==> src/rtl/adxl345_spi_pkg.sv <==
// Shared types and constants for the ADXL345 SPI master.
// Holds the FSM state encoding, register map constants and field widths.
package adxl345_spi_pkg;

    typedef enum logic [2:0] {
        S_IDLE,
        S_SETUP,
        S_SHIFT,
        S_HOLD,
        S_GAP
    } state_t;

    localparam logic [5:0] DEVID       = 6'h00;
    localparam logic [5:0] POWER_CTL   = 6'h2D;
    localparam logic [5:0] DATA_FORMAT = 6'h31;
    localparam logic [5:0] DATAX0      = 6'h32;

    localparam logic [7:0] DEVID_VALUE = 8'hE5;

    localparam int CMD_W  = 8;
    localparam int DATA_W = 8;

endpackage

==> src/rtl/adxl345_spi_master_if.sv <==
// Request/response bus between a host and the ADXL345 SPI master.
// master: start, rw, burst, addr, wdata out; busy, done, rdata, rdata_valid in.
interface adxl345_spi_master_if;
    import adxl345_spi_pkg::*;

    logic              start;
    logic              rw;
    logic              burst;
    logic [5:0]        addr;
    logic [DATA_W-1:0] wdata;
    logic              busy;
    logic              done;
    logic [DATA_W-1:0] rdata;
    logic              rdata_valid;

    modport master (
        output start, rw, burst, addr, wdata,
        input  busy, done, rdata, rdata_valid
    );

    modport slave (
        input  start, rw, burst, addr, wdata,
        output busy, done, rdata, rdata_valid
    );

endinterface

==> src/rtl/clk_edge_detect.sv <==
// Synchronises clk_32 into the clk domain and emits 1-cycle rise/fall ticks.
// Ports: clk, reset_n, clk_32 in; rise_tick, fall_tick out.
module clk_edge_detect (
    input  logic clk,
    input  logic reset_n,
    input  logic clk_32,
    output logic rise_tick,
    output logic fall_tick
);

    logic s1_q, s2_q, d_q;

    // Reset to 1 so that a high clk_32 at reset release gives no tick.
    always_ff @(posedge clk or negedge reset_n) begin
        if (!reset_n) begin
            s1_q <= 1'b1;
            s2_q <= 1'b1;
            d_q  <= 1'b1;
        end else begin
            s1_q <= clk_32;
            s2_q <= s1_q;
            d_q  <= s2_q;
        end
    end

    assign rise_tick = s2_q & ~d_q;
    assign fall_tick = ~s2_q & d_q;

endmodule

==> src/rtl/adxl345_spi_master.sv <==
// SPI mode-3 master for the ADXL345; one register transaction per start.
// Ports: clk, reset_n, clk_32, bus (slave modport), sclk, cs_n, mosi out, miso in.
// Macro ADXL_BURST_EN enables multi-byte burst reads (MB=1).
module adxl345_spi_master
    import adxl345_spi_pkg::*;
#(
    parameter int BURST_BYTES = 6,
    parameter int GAP_TICKS   = 2
) (
    input  logic                  clk,
    input  logic                  reset_n,
    input  logic                  clk_32,
    adxl345_spi_master_if.slave   bus,
    output logic                  sclk,
    output logic                  cs_n,
    output logic                  mosi,
    input  logic                  miso
);

    localparam int XFER_W = CMD_W + DATA_W;

`ifdef ADXL_BURST_EN
    localparam int CNT_W = $clog2(CMD_W + DATA_W * BURST_BYTES);
    localparam logic [CNT_W-1:0] LAST_BRST =
        CNT_W'(CMD_W + DATA_W * BURST_BYTES - 1);
`else
    localparam int CNT_W = 4;
    localparam logic [CNT_W-1:0] LAST_BRST = CNT_W'(XFER_W - 1);
    localparam int unused_burst_bytes = BURST_BYTES;
`endif

    localparam logic [CNT_W-1:0] LAST_STD = CNT_W'(XFER_W - 1);
    localparam int GW = $clog2(GAP_TICKS + 1);
    localparam logic [GW-1:0] GAP_LAST = GW'(GAP_TICKS - 1);

    logic rise_tick, fall_tick;
    logic mb_in;

    state_t              state_q, state_n;
    logic [XFER_W-1:0]   shift_q, shift_n;
    logic [DATA_W-2:0]   rx_q, rx_n;
    logic [CNT_W-1:0]    cnt_q, cnt_n;
    logic [GW-1:0]       gap_q, gap_n;
    logic                rd_q, rd_n;
    logic                brst_q, brst_n;
    logic                busy_q, busy_n;
    logic                done_q, done_n;
    logic [DATA_W-1:0]   rdata_q, rdata_n;
    logic                rv_q, rv_n;
    logic                sclk_q, sclk_n;
    logic                cs_q, cs_n_n;
    logic                mosi_q, mosi_n;
    logic [CNT_W-1:0]    last_bit;

    clk_edge_detect u_edge (
        .clk       (clk),
        .reset_n   (reset_n),
        .clk_32    (clk_32),
        .rise_tick (rise_tick),
        .fall_tick (fall_tick)
    );

`ifdef ADXL_BURST_EN
    assign mb_in = bus.rw & bus.burst;
`else
    logic unused_burst;
    assign unused_burst = bus.burst;
    assign mb_in = 1'b0;
`endif

    assign last_bit = brst_q ? LAST_BRST : LAST_STD;

    always_comb begin
        state_n = state_q;
        shift_n = shift_q;
        rx_n    = rx_q;
        cnt_n   = cnt_q;
        gap_n   = gap_q;
        rd_n    = rd_q;
        brst_n  = brst_q;
        busy_n  = busy_q;
        done_n  = 1'b0;
        rdata_n = rdata_q;
        rv_n    = 1'b0;
        sclk_n  = sclk_q;
        cs_n_n  = cs_q;
        mosi_n  = mosi_q;
        unique case (state_q)
            S_IDLE: begin
                if (bus.start) begin
                    // Reads shift zeros after the command byte.
                    shift_n = {bus.rw, mb_in, bus.addr,
                               bus.rw ? '0 : bus.wdata};
                    rd_n    = bus.rw;
                    brst_n  = mb_in;
                    cs_n_n  = 1'b0;
                    busy_n  = 1'b1;
                    cnt_n   = '0;
                    state_n = S_SETUP;
                end
            end
            S_SETUP: begin
                if (fall_tick) state_n = S_SHIFT;
            end
            S_SHIFT: begin
                if (fall_tick) begin
                    sclk_n  = 1'b0;
                    mosi_n  = shift_q[XFER_W-1];
                    shift_n = {shift_q[XFER_W-2:0], 1'b0};
                end else if (rise_tick && !sclk_q) begin
                    // Only a rise after a driven fall completes a bit.
                    sclk_n = 1'b1;
                    rx_n   = {rx_q[DATA_W-3:0], miso};
                    cnt_n  = cnt_q + CNT_W'(1);
                    if (rd_q && cnt_q[2:0] == 3'b111 &&
                        cnt_q >= LAST_STD) begin
                        rdata_n = {rx_q, miso};
                        rv_n    = 1'b1;
                    end
                    if (cnt_q == last_bit) state_n = S_HOLD;
                end
            end
            S_HOLD: begin
                if (fall_tick) begin
                    cs_n_n  = 1'b1;
                    mosi_n  = 1'b0;
                    gap_n   = '0;
                    state_n = S_GAP;
                end
            end
            S_GAP: begin
                if (rise_tick || fall_tick) begin
                    if (gap_q == GAP_LAST) begin
                        done_n  = 1'b1;
                        busy_n  = 1'b0;
                        state_n = S_IDLE;
                    end else begin
                        gap_n = gap_q + GW'(1);
                    end
                end
            end
            default: state_n = S_IDLE;
        endcase
    end

    always_ff @(posedge clk or negedge reset_n) begin
        if (!reset_n) begin
            state_q <= S_IDLE;
            shift_q <= '0;
            rx_q    <= '0;
            cnt_q   <= '0;
            gap_q   <= '0;
            rd_q    <= 1'b0;
            brst_q  <= 1'b0;
            busy_q  <= 1'b0;
            done_q  <= 1'b0;
            rdata_q <= '0;
            rv_q    <= 1'b0;
            sclk_q  <= 1'b1;
            cs_q    <= 1'b1;
            mosi_q  <= 1'b0;
        end else begin
            state_q <= state_n;
            shift_q <= shift_n;
            rx_q    <= rx_n;
            cnt_q   <= cnt_n;
            gap_q   <= gap_n;
            rd_q    <= rd_n;
            brst_q  <= brst_n;
            busy_q  <= busy_n;
            done_q  <= done_n;
            rdata_q <= rdata_n;
            rv_q    <= rv_n;
            sclk_q  <= sclk_n;
            cs_q    <= cs_n_n;
            mosi_q  <= mosi_n;
        end
    end

    assign bus.busy        = busy_q;
    assign bus.done        = done_q;
    assign bus.rdata       = rdata_q;
    assign bus.rdata_valid = rv_q;
    assign sclk            = sclk_q;
    assign cs_n            = cs_q;
    assign mosi            = mosi_q;

endmodule
==> src/flat_wrapper.sv <==
// flat-port wrapper written by rule: the top's interface ports become plain ports
module adxl345_spi_master_flat import adxl345_spi_pkg::*;
#(
    parameter int BURST_BYTES = 6,
    parameter int GAP_TICKS   = 2
)
  (clk, reset_n, clk_32, sclk, cs_n, mosi, miso, bus_start, bus_rw, bus_burst, bus_addr, bus_wdata, bus_busy, bus_done, bus_rdata, bus_rdata_valid);
  adxl345_spi_master_if bus_i ();
  input  logic clk;
  input  logic reset_n;
  input  logic clk_32;
  output logic sclk;
  output logic cs_n;
  output logic mosi;
  input  logic miso;
  input wire logic [$bits(bus_i.start)-1:0] bus_start;
  input wire logic [$bits(bus_i.rw)-1:0] bus_rw;
  input wire logic [$bits(bus_i.burst)-1:0] bus_burst;
  input wire logic [$bits(bus_i.addr)-1:0] bus_addr;
  input wire logic [$bits(bus_i.wdata)-1:0] bus_wdata;
  output wire logic [$bits(bus_i.busy)-1:0] bus_busy;
  output wire logic [$bits(bus_i.done)-1:0] bus_done;
  output wire logic [$bits(bus_i.rdata)-1:0] bus_rdata;
  output wire logic [$bits(bus_i.rdata_valid)-1:0] bus_rdata_valid;
  assign bus_i.start = bus_start;
  assign bus_i.rw = bus_rw;
  assign bus_i.burst = bus_burst;
  assign bus_i.addr = bus_addr;
  assign bus_i.wdata = bus_wdata;
  assign bus_busy = bus_i.busy;
  assign bus_done = bus_i.done;
  assign bus_rdata = bus_i.rdata;
  assign bus_rdata_valid = bus_i.rdata_valid;
  adxl345_spi_master #(.BURST_BYTES(BURST_BYTES), .GAP_TICKS(GAP_TICKS)) u_core (.clk(clk), .reset_n(reset_n), .clk_32(clk_32), .bus(bus_i), .sclk(sclk), .cs_n(cs_n), .mosi(mosi), .miso(miso));
endmodule
==> config.mk <==
export PLATFORM = sky130hd
export DESIGN_NAME = adxl345_spi_master_flat
export DESIGN_NICKNAME = d
export VERILOG_FILES = /design/src/rtl/adxl345_spi_pkg.sv /design/src/rtl/adxl345_spi_master_if.sv /design/src/rtl/clk_edge_detect.sv /design/src/rtl/adxl345_spi_master.sv /design/src/flat_wrapper.sv
export SDC_FILE = /design/constraint.sdc
export NUM_CORES = 1
export LEC_CHECK = 0
export BUFFER_PORTS_ARGS = -buffer_cell sky130_fd_sc_hd__buf_2
export CAP_MARGIN = 20
export CORE_MARGIN = 4
export CORE_UTILIZATION = 28
export DETAILED_ROUTE_END_ITERATION = 8
export PLACE_DENSITY = 0.54
export RECOVER_POWER = 25
export SETUP_SLACK_MARGIN = 0.2
export SLEW_MARGIN = 10
export SYNTH_ARGS = -nofsm -noshare
export SYNTH_HDL_FRONTEND = slang
export SYNTH_SLANG_ARGS = --single-unit
==> constraint.sdc <==
create_clock -name clk -period 2 [get_ports clk]
set_input_delay 0.2 -clock clk [delete_from_list [all_inputs] [get_ports clk]]
set_output_delay 0.2 -clock clk [all_outputs]
set_load 0.03 [all_outputs]
Word-level counts from Yosys, hierarchy flattened
Cells that the tools add are included.
W data, S select, Z words.
- register bits: 50
- output and inout bits: 14
- word-level logic and storage cells: 104
- add/subtract/negate cells: 2
- magnitude comparators: 1
- equality and inequality tests: 17
- multiplexer cells: 40
- bitwise gates (word level): 5
- reduce and logical (&&, ||, !) cells: 23
- operators by type and width (cell ; count):
    $mux W16 ; 2
    $pmux W16 S2 ; 1
    $mux W3 ; 8
    $mux W1 ; 16
    $reduce_and A4 Y1 ; 4
    $pmux W3 S5 ; 1
    $ne A2 B1 Y1 const B ; 7
    $mux W4 ; 3
    $reduce_and A3 Y1 ; 4
    $reduce_bool A2 Y1 ; 6
    $mux W8 ; 1
    $pmux W4 S2 ; 1
    $reduce_and A8 Y1 ; 1
    $eq A3 B2 Y1 const B ; 2
    $eq A3 B3 Y1 const B ; 2
    $mux W2 ; 3
    $ne A2 B2 Y1 const B ; 3
    $pmux W1 S2 ; 3
    $add A4 B1 Y4 const B ; 1
    $eq A4 B4 Y1 const B ; 1
    $ge A4 B4 Y1 const B ; 1
    $pmux W2 S2 ; 1
    $reduce_and A2 Y1 ; 2
    $eq A3 B1 Y1 const B ; 1
    8 further kinds ; 13

Depth between registers and ports, before layout
Gate-level depths: netlist of the first run.
- word-level depth: 7
- depth in mapped cells: 6
- mapped depth without buffers: 5

By module
A second synthesis of the first run with hierarchy kept.
- cell total of the unflattened synthesis: 175
- area, all modules: 2321.0 µm²
- by module, submodules not included (module ; times used ; cells each ; area an instance (µm²) ; seq. area each (µm²)):
    adxl345_spi_master ; 1 ; 170 ; 2227.1 ; 1178.6
    clk_edge_detect ; 1 ; 5 ; 93.8 ; 78.8

Worst setup path before layout of the first run
No wires, ideal clock.
- path kind: register to register
- start point: register u_core.u_edge.s2_q
- end point: register u_core.rdata_q[0], in the netlist u_core.bus.rdata[0]
- arrival time: 1980 ps
- data required time: 1875 ps
- slack: -105 ps
- cell stages (with the launch flop): 7
- clock period less this slack: 2105 ps
- cell sequence: dfstp_2 inv_1 ha_1 nand4bb_1 clkbuf_1 nor4_4 mux2_2
- cells in the longest elaborated chain, start to end: 4
- RTL lines (item ; RTL line ; source):
    start: declaration ; clk_edge_detect.sv:11 ; logic s1_q, s2_q, d_q;
    start signal: assignment ; clk_edge_detect.sv:21 ; s2_q <= s1_q;
    $not A1 Y1 ; clk_edge_detect.sv:27 ; assign fall_tick = ~s2_q & d_q;
    $and A1 B1 Y1 ; clk_edge_detect.sv:27 ;
    $not A1 Y1 (no source line) ; n/a ;
    $reduce_and A4 Y1 (no source line) (*) ; n/a ;
    end signal: assignment ; adxl345_spi_master.sv:172 ; rdata_q <= rdata_n;
    end: declaration ; adxl345_spi_master.sv:48 ; logic [DATA_W-1:0] rdata_q, rdata_n;
Mark *: on every way between the ends. The rest lies on a longest branch, timed or not.
A chain may end at the register's enable or synchronous reset.

Final worst setup path of the first run
- start point: register u_core.u_edge.s2_q
- end point: register u_core.rx_q[0]
- cells in the longest elaborated chain, start to end: 4
- RTL lines (item ; RTL line ; source):
    $not A1 Y1 ; clk_edge_detect.sv:27 ;
    $and A1 B1 Y1 ; clk_edge_detect.sv:27 ;
    $not A1 Y1 (no source line) ; n/a ;
    $reduce_and A3 Y1 (no source line) (*) ; n/a ;
    end signal: assignment ; adxl345_spi_master.sv:165 ; rx_q <= rx_n;
    end: declaration ; adxl345_spi_master.sv:41 ; logic [DATA_W-2:0] rx_q, rx_n;
Marks and branches as above.

==> results of run 1 <==
where the power goes:
| group | internal, W | switching, W | total [W] |
|---|---|---|---|
| clock | 0.000372 | 0.000333 | 0.000705 |
| combinational | 0.000677 | 0.000509 | 0.00119 |
| sequential | 0.00130 | 0.000191 | 0.00149 |
| total | 0.00235 | 0.00103 | 0.00338 |
flip-flops by register name (all words and copies together), names as in the netlist:
signal                  flops
u_core.u_edge.d_q           1
u_core.gap_q                2
u_core.bus.busy             1
u_core.rx_q                 7
u_core.bus.done             1
u_core.cnt_q                4
u_core.bus.rdata            8
u_core.mosi                 1
u_core.u_edge.s2_q          1
u_core.bus.rdata_valid      1
u_core.state_q              3
u_core.shift_q             16
u_core.cs_n                 1
u_core.sclk                 1
u_core.rd_q                 1
u_core.u_edge.s1_q          1
final cells by class:
class,instances,area share
clock inverter,3,0.0155
inverter,6,0.00777
timing repair buffer,49,0.123
tap,102,0.0440
multi-input combinational,111,0.351
sequential,50,0.435
clock buffer,5,0.0237
kinds of logic after synthesis:
logic type | after synthesis | share of synthesized area
AOI/OAI and AO/OA | 19 | 0.0604
xor gates and xnor gates | 1 | 0.00381
adders and majority gates | 5 | 0.0272
buffers and inverters | 13 | 0.0261
DFF | 50 | 0.547
muxes | 48 | 0.232
and+or+nand+nor | 38 | 0.103
cell usage in the layout, fill, tap and decap left out, types with 2 or more instances in the layout:
cell type	instances
dfrtp_2	3
a21oi_1	2
dfrtp_1	42
nand3_1	3
nor2_1	7
clkbuf_8	5
inv_1	5
o21ai_0	5
nor2b_1	5
dlygate4sd3_1	2
clkinvlp_4	2
mux2_2	41
ha_1	4
a22o_1	3
mux2i_1	6
nand2b_1	8
buf_2	32
buf_4	8
dfstp_2	4
buf_12	5
nand2_1	5
per-layer routing:
metal,part of all wire,wire length [um]
met5,0,0
met4,0.016,65
met3,0.050,206
met2,0.46,1910
met1,0.47,1970
Yosys cell counts, types with 2 or more instances:
| library cell | n | area share |
|---|---|---|
| a21oi_1 | 2 | 0.0044 |
| a22o_1 | 3 | 0.011 |
| buf_2 | 3 | 0.0065 |
| clkbuf_1 | 3 | 0.0049 |
| dfrtp_1 | 45 | 0.49 |
| dfstp_2 | 5 | 0.057 |
| ha_1 | 5 | 0.027 |
| inv_1 | 6 | 0.0098 |
| mux2_2 | 42 | 0.21 |
| mux2i_1 | 6 | 0.026 |
| nand2_1 | 5 | 0.0082 |
| nand2b_1 | 8 | 0.022 |
| nand3_1 | 3 | 0.0065 |
| nor2_1 | 7 | 0.011 |
| nor2b_1 | 5 | 0.014 |
| o21ai_0 | 5 | 0.011 |
path summary, 6_finish.rpt:
path | from | to | slack, ps | cells after the start
max in group asynchronous | reset_n | u_core.sclk | 500 | 3
max reg2reg | u_core.u_edge.s2_q | u_core.rx_q[0] | 190 | 7
max | u_core.u_edge.s2_q | u_core.rx_q[0] | 190 | 7
min reg2reg | u_core.u_edge.s1_q | u_core.u_edge.s2_q | 370 | 0
min | miso | u_core.bus.rdata[0] | 140 | 2
min in group asynchronous | reset_n | u_core.rx_q[3] | 660 | 2
stage by stage:
stage          utilization  hold WS (ps)  area (sq um)  power [W]
2_1_floorplan            -         -95.6          2330    0.00231
3_3_place_gp         0.346           206          2720    0.00262
3_5_place_dp         0.346           202          2720    0.00265
4_1_cts              0.366           130          2880    0.00341
5_1_grt              0.369           139          2900    0.00364
6_report             0.369           143          2900    0.00338
repair_timing:
action                                  in CTS  in global routing
gates resized for setup                      4                  2
hold endpoints to repair                    17                  0
endpoints found under the setup margin      16                 29
pin swaps                                    1                  0
buffers inserted                             0                  3
hold buffers                                 2                  0
==> summary.md, run 1 <==
| Metric | Value |
|---|---|
| Status | completed |
| Ys flop type | dfrtp_1 |
| Yosys reg bits | 50 |
| CTS Buf Count | 5 |
| Post-route DRC violation count | 0 |
| WP data arrival | 2000 ps |
| Worst skew pair latency | 300 ps |
| Ys async rst share | 1.00 |
| CP Capture Type | flop |
| First-pass GRT wire length | 7.29 mm |
| PortBufs | 33 |
| Fin crit period | 1810 ps |
| Met2 usage | 0.147 |
| Filler Cells Inserted | 799 |
| Initial Util | 0.293 |
| CP cell instances | inv_2 -> ha_4 -> nand4bb_4 -> buf_6 -> nor2_4 -> buf_12 -> mux2_2 |
| CTS Root Cell | clkbuf_8 |
| DRT iter0 DRCs | 21 |
| Antenna diodes | 0 |
| Post-route ant nets | 0 |
| Layout Cells excl Fill | 326 |
| Gr busiest metal | met2 |
| YS warnings | 0 |
| PwrDens | 1170 nW/um^2 |
| CP Buf/Inv Count | 3 |
| Max clock buf depth | 2 |
| Worst stage delay on the critical path | 570 ps |
| Gr usage total | 0.0909 |
| CP Max Fanout | 10 |
| Largest net degree at the start of global routing | 31 |
| Final setup vio count | 0 |
| Die Y | 98.6 um |
| Initial antenna violation count | 0 |
| Die X | 98.6 um |
| Crit start category | flop |
| Multi-input logic area | 1020 sq um |
| Max-slew violations | 0 |
| Cell Rows | 32 |
| Gate Count Post-Synth | 174 |
| CTS tree | done |
| Number of global-route vias before repair | 1,562 |
| P&R area growth vs syn | 26.1% |
| Kind of critical path | reg2reg |
| Fmax achieved | 551 MHz |
| Final setup TNS | 0 ps |
| Die ar. | 9720 sq um |
| Hpwl dp | 2.84 mm |
| Final worst slack | 186 ps |
| Syn_nets | 200 |
| Global route total overflow | 0 |
| Critical Path RT | 2190 ps |
| DRT Pass-1 Iters | 3 |
| TritonCTS Sinks | 50 |
| Met3 GRT Util | 0.0269 |
| Register area | 1260 sq um |
| Wirelength per Cell | 12.7 um |
| Slowest cell on crit path | dfstp_1 |
| Layout Nets | 249 |
| Ratio of cells with drive above 1 in the final layout | 0.496 |
| Worst clock skew | 6.37 ps |
| Routed WL | 4.15 mm |
| Dpl ws | 23.1 ps |
| Static leakage | 1.33 nW |
| Syn Area/Cell | 13.2 sq um |
| Worst-Margin Slew | 1220 ps |
| Max-cap violations | 0 |
| I/O Pins | 35 |
| Core Region | 7850 sq um |
| Hold Vio Cnt, Final | 0 |
| Slew HR | 0.186 |
| H-tree Lvls | 2 |
| RSZ-0062 raised after global routing | yes |
| Period utilization | 0.907 |
| VDD IR max | 0.000405 V |
| Clock slew at reported path FFs | 90 ps |
| Post-synth EDFFs | 0 |
| Part of the Yosys area used for sequential elements | 0.547 |
| Post-synthesis cell area | 2300 sq um |
| Vias per cell | 4.43 |
| Gp weighted congestion | 0.688 |
| HP Class | in2reg |
| Kind of cell adding the most delay to the critical path | flip-flops |
| Met1 Usage GRT | 0.115 |
| Yosys cell types | 37 |
| Placed Cells | 313 |
| Vias | 1,444 |
No activity file was read; power rests on OpenSTA's default activity.
==> run 2: changes to the inputs <==
--- a/config.mk
+++ b/config.mk
@@ -7,10 +7,9 @@
 export LEC_CHECK = 0
 export BUFFER_PORTS_ARGS = -buffer_cell sky130_fd_sc_hd__buf_2
 export CAP_MARGIN = 20
-export CORE_MARGIN = 4
-export CORE_UTILIZATION = 28
+export CORE_UTILIZATION = 35
 export DETAILED_ROUTE_END_ITERATION = 8
-export PLACE_DENSITY = 0.54
+export PLACE_DENSITY = 0.62
 export RECOVER_POWER = 25
 export SETUP_SLACK_MARGIN = 0.2
 export SLEW_MARGIN = 10
==> summary.md, run 2 (synthesis gave the netlist of run 1 again) <==
| Metric | Value |
|---|---|
| Status | completed |
| Wirelength per Cell | 13.0 um |
| Max clock buf depth | 2 |
| CP cell instances | inv_2 -> ha_4 -> nand4bb_4 -> buf_6 -> nor2_4 -> buf_4 -> mux2_2 |
| P&R area growth vs syn | 23.5% |
| Min-delay src | miso |
| Flop-to-flop setup slack | 190 ps |
| CP Capture Type | flop |
| H-tree Lvls | 2 |
| Crit start category | flop |
| Worst-Margin Slew | 1250 ps |
| Slew HR | 0.163 |
| Switch Pwr | 0.00102 W |
| Commonest non-fill, non-tap cells in the layout | 42 x dfrtp_1, 41 x mux2_2, 29 x buf_2 |
| PortBufs | 33 |
| Post-route DRC violation count | 0 |
| RSZ-0062 raised after global routing | yes |
| HP Class | in2reg |
| DRT Pass-1 Iters | 4 |
| Die Y | 83.0 um |
| Vias per cell | 4.83 |
| Max reg flops | 16 |
| Layout Nets | 250 |
| TritonCTS Sinks | 50 |
| First-pass GRT wire length | 7.08 mm |
| I/O Pins | 35 |
| Largest reg by FF count | u_core.shift_q |
| Largest net degree at the start of global routing | 25 |
| Cell Rows | 29 |
| Antenna diodes | 0 |
| CTS tree | done |
| Final setup TNS | 0 ps |
| Period utilization | 0.905 |
| Vias | 1,458 |
| Initial Util | 0.362 |
| Worst clock skew | 6.65 ps |
| Fin area | 2840 sq um |
| Clock slew at reported path FFs | 90 ps |
| PwrDens | 1170 nW/um^2 |
| CTS Root Cell | clkbuf_8 |
| Sequential fraction of design power | 0.444 |
| Die ar. | 6890 sq um |
| Gp weighted congestion | 0.712 |
| Switching Share | 0.306 |
| Reg2reg start | u_core.u_edge.s2_q |
| Max-slew violations | 0 |
| Comb pwr share | 0.343 |
| Static leakage | 1.31 nW |
| Critical Path RT | 2190 ps |
| Slowest cell on crit path | dfstp_1 |
| WP data arrival | 2000 ps |
| DRT iter0 DRCs | 34 |
| CTS Buf Count | 5 |
| Max-cap violations | 0 |
| Worst skew pair latency | 300 ps |
| Hold path cells | 2 |
| Kind of critical path | reg2reg |
| Hold EP | u_core.rx_q[0] |
| Global route total overflow | 0 |
| Die X | 83.0 um |
| Clock power share | 0.212 |
| Hpwl dp | 2.68 mm |
| Fmax achieved | 552 MHz |
| Worst reg2reg endpoint | u_core.rx_q[4] |
| VDD IR max | 0.000479 V |
| Fin crit period | 1810 ps |
| Placed Area | 2650 sq um |
| Hold WS | 149 ps |
| CP Max Fanout | 5 |
| Initial antenna violation count | 0 |
| Kind of cell adding the most delay to the critical path | flip-flops |
| Power Internal | 0.00231 W |
| Hold Vio Cnt, Final | 0 |
| Post-route ant nets | 0 |
| Routed WL | 3.93 mm |
| Gr usage total | 0.126 |
| Final setup vio count | 0 |
| Leading cell type in the layout, fill and taps excluded | dfrtp_1 |
| CP Buf/Inv Count | 3 |
| Worst stage delay on the critical path | 570 ps |
| Number of global-route vias before repair | 1,570 |
| Core Region | 6350 sq um |
| Ratio of cells with drive above 1 in the final layout | 0.484 |
| Worst reg-to-reg path cell count | 7 |
## run 2: how the worst max path moves through the flow
stage                             startpoint                   to  slack (ps)  cells past startpoint
final                     u_core.u_edge.s2_q       u_core.rx_q[4]         190                      7
after global routing      u_core.u_edge.s2_q       u_core.rx_q[1]         110                      7
after CTS                 u_core.u_edge.s2_q  u_core.bus.rdata[0]         200                      6
after detailed placement  u_core.u_edge.s2_q  u_core.bus.rdata[0]          20                      6
after global placement    u_core.u_edge.s2_q  u_core.bus.rdata[3]          50                      6
after floorplan           u_core.u_edge.s2_q  u_core.bus.rdata[0]         -60                      6
## run 2: power by group through the flow
stage | Clock (W) | Sequential (W) | Combinational (W)
6_report | 0.000708 | 0.00148 | 0.00114
5_1_grt | 0.000773 | 0.00152 | 0.00127
4_1_cts | 0.000737 | 0.00150 | 0.00112
3_5_place_dp | 0 | 0.00150 | 0.00108
3_3_place_gp | 0 | 0.00150 | 0.00105
2_1_floorplan | 0 | 0.00149 | 0.000823
## run 2: layout make-up
cell class / count / area (sq um)
fill: 610 / 3510
sequential: 50 / 1260
multi-input combinational: 111 / 1020
timing repair buffer: 50 / 325
tap: 77 / 96.3
clock buffer: 6 / 72.6
clock inverter: 2 / 37.5
inverter: 6 / 22.5
## run 2: timing repair
action	CTS	global route
gates resized for setup	8	2
buffers inserted	1	2
setup endpoints to repair	16	16
gates cloned	1	0
pin swaps	1	0
hold buffers	2	0
endpoints found under the hold margin	18	0
## run 2: stage by stage
stage                     worst slack [ps]  power (W)   util  cells
after floorplan                      -59.1    0.00231      -    174
after global placement                48.3    0.00255  0.417    288
after detailed placement              17.0    0.00258  0.417    288
after CTS                              203    0.00335  0.445    300
after global routing                   108    0.00356  0.447    302
final                                  190    0.00333  0.447    302
## run 2: worst reg2reg max path, delay by kind of cell (launching register included)
family	cells	cell delay [ps]
simple gates	2	300
fa+ha+maj	1	150
mux	1	320
flops	1	570
buf+inv	3	360
## run 2: routing by layer
layer	vias up	part of all wire	track usage	wire (um)
met3	5	0.032	0.0338	124
met5	-	0	0	0
met2	23	0.48	0.215	1900
met4	0	0.0089	0.0392	35
met1	712	0.48	0.156	1870
li1	718	-	-	-
==> run 3: changes to the inputs <==
--- a/config.mk
+++ b/config.mk
@@ -9,7 +9,7 @@
 export CAP_MARGIN = 20
 export CORE_UTILIZATION = 35
 export DETAILED_ROUTE_END_ITERATION = 8
-export PLACE_DENSITY = 0.62
+export PLACE_DENSITY = 0.61
 export RECOVER_POWER = 25
 export SETUP_SLACK_MARGIN = 0.2
 export SLEW_MARGIN = 10
==> constraint.sdc (replaced) <==
create_clock -name clk -period 1.85 [get_ports clk]
set_input_delay 0.185 -clock clk [delete_from_list [all_inputs] [get_ports clk]]
set_output_delay 0.185 -clock clk [all_outputs]
set_load 0.03 [all_outputs]
==> summary.md, run 3 (synthesis gave the netlist of run 1 again) <==
| Metric | Value |
|---|---|
| Status | completed |
| VDD IR max | 0.000535 V |
| Largest reg by FF count | u_core.shift_q |
| Final design utilization | 0.477 |
| Fin crit period | 1800 ps |
| P&R area growth vs syn | 31.7% |
| Die X | 83.0 um |
| I/O Pins | 35 |
| Post-route ant nets | 0 |
| Initial Util | 0.362 |
| Worst skew pair latency | 300 ps |
| DRT iter0 DRCs | 23 |
| CP Buf/Inv Count | 3 |
| Largest net degree at the start of global routing | 51 |
| Sequential fraction of design power | 0.395 |
| Die ar. | 6890 sq um |
| TritonCTS Sinks | 50 |
| Die Y | 83.0 um |
| CP Max Fanout | 8 |
| Slowest cell on crit path | dfstp_2 |
| CTS tree | done |
| Clock slew at reported path FFs | 90 ps |
| Comb pwr share | 0.415 |
| Routed WL | 4.21 mm |
| HP Class | in2reg |
| Max clock buf depth | 2 |
| Dpl ws | -141 ps |
| CP cell instances | inv_2 -> ha_4 -> nand4bb_4 -> buf_4 -> nor2_4 -> buf_12 -> mux2_2 |
| Max reg flops | 16 |
| Core Region | 6350 sq um |
| WP data arrival | 1990 ps |
| Final setup vio count | 0 |
| First-pass GRT wire length | 7.53 mm |
| CP Capture Type | flop |
| Clock power share | 0.190 |
| PortBufs | 33 |
| RSZ-0062 raised after global routing | yes |
| Initial antenna violation count | 0 |
| Critical Path RT | 2040 ps |
| Cell Rows | 29 |
| Period utilization | 0.973 |
| Final setup TNS | 0 ps |
| Gp weighted congestion | 0.748 |
| Vias | 1,528 |
| Number of global-route vias before repair | 1,596 |
| PwrDens | 1320 nW/um^2 |
| Worst-Margin Slew | 1230 ps |
| Static leakage | 1.43 nW |
| Vias per cell | 4.93 |
| Filler Cells Inserted | 562 |
| Post-route DRC violation count | 0 |
| Power Internal | 0.00278 W |
| Max-cap violations | 0 |
| Leading cell type in the layout, fill and taps excluded | dfrtp_1 |
| Hold Vio Cnt, Final | 0 |
| Crit start category | flop |
| Commonest non-fill, non-tap cells in the layout | 42 x dfrtp_1, 33 x buf_2, 28 x mux2_2 |
| Hpwl dp | 2.66 mm |
| Worst stage delay on the critical path | 560 ps |
| Hold WS | 137 ps |
| Final worst slack | 49.9 ps |
| Layout Nets | 258 |
| Switching Share | 0.306 |
| Ratio of cells with drive above 1 in the final layout | 0.541 |
| Antenna diodes | 0 |
| Kind of critical path | reg2reg |
| Worst clock skew | 11.2 ps |
| Switch Pwr | 0.00123 W |
| Slew HR | 0.180 |
| Max-slew violations | 0 |
| Fmax achieved | 556 MHz |
| Global route total overflow | 0 |
| CTS Buf Count | 5 |
| H-tree Lvls | 2 |
| Kind of cell adding the most delay to the critical path | flip-flops |
| CTS Root Cell | clkbuf_8 |
| DRT Pass-1 Iters | 4 |
| Gr usage total | 0.135 |
| Wirelength per Cell | 13.6 um |
run 3: cell count changes in the layout (fill, tap and decap cells not counted), moves of 2 or more:
cell / before / now
clkbuf_1: 5 / 1
mux2_4: 1 / 14
nand2_1: 5 / 3
mux2_2: 41 / 28
buf_6: 2 / 4
buf_2: 29 / 33
buf_4: 11 / 15
run 3: timing repair:
item                                    in CTS  in global routing
hold buffers                                 1                  0
pin swaps                                    3                  2
endpoints found under the hold margin        1                  0
endpoints found under the setup margin      35                 36
resized for setup                           12                  9
setup buffers                                7                  1
gates cloned                                 1                  0
run 3: final timing paths:
path	startpoint	to	slack (ps)	cells after the start
min in group asynchronous	reset_n	u_core.shift_q[8]	200	2
max in group asynchronous	reset_n	u_core.state_q[2]	820	2
hold reg to reg	u_core.u_edge.s1_q	u_core.u_edge.s2_q	360	0
hold / removal	miso	u_core.bus.rdata[0]	140	2
setup / recovery	u_core.u_edge.s2_q	u_core.rx_q[3]	50	7
setup reg to reg	u_core.u_edge.s2_q	u_core.rx_q[3]	50	7
run 3: worst register-to-register path: stages, from the launching register on:
cell       delay (ps)
dfstp_2           560
inv_2              50
ha_4              150
nand4bb_4         210
buf_4             180
nor2_4            100
buf_12            130
mux2_2            330
run 3: area by class of cell:
class / count / area (sq um) / share of cell area
Clock buffer: 6 / 72.6 / 0.0240
Multi-Input combinational cell: 111 / 1110 / 0.367
Sequential cell: 50 / 1260 / 0.417
Clock inverter: 2 / 37.5 / 0.0124
Inverter: 6 / 22.5 / 0.00744
Timing Repair Buffer: 58 / 425 / 0.140
Tap cell: 77 / 96.3 / 0.0318
run 3: power by group through the flow:
stage	sequential (W)	clock, W	combinational, W
after global placement	0.00162	0	0.00135
after floorplan	0.00162	0	0.00102
final	0.00158	0.000761	0.00166
after CTS	0.00158	0.000798	0.00161
after detailed placement	0.00163	0	0.00137
after global routing	0.00163	0.000838	0.00180
run 3: per-stage QoR:
step                area (sq um)  power (W)  instances
floorplan                   2390    0.00264        174
global placement            2740    0.00296        292
detailed placement          2740    0.00300        292
CTS                         2980    0.00399        309
global route                3030    0.00427        310
finish                      3030    0.00400        310
run 3: layer usage:
layer / up-vias / part of all wire / track usage
met2: 32 / 0.46 / 0.215
met5: - / 0 / 0
met3: 4 / 0.041 / 0.0338
met1: 754 / 0.49 / 0.183
met4: 0 / 0.0086 / 0.0376
li1: 738 / - / -
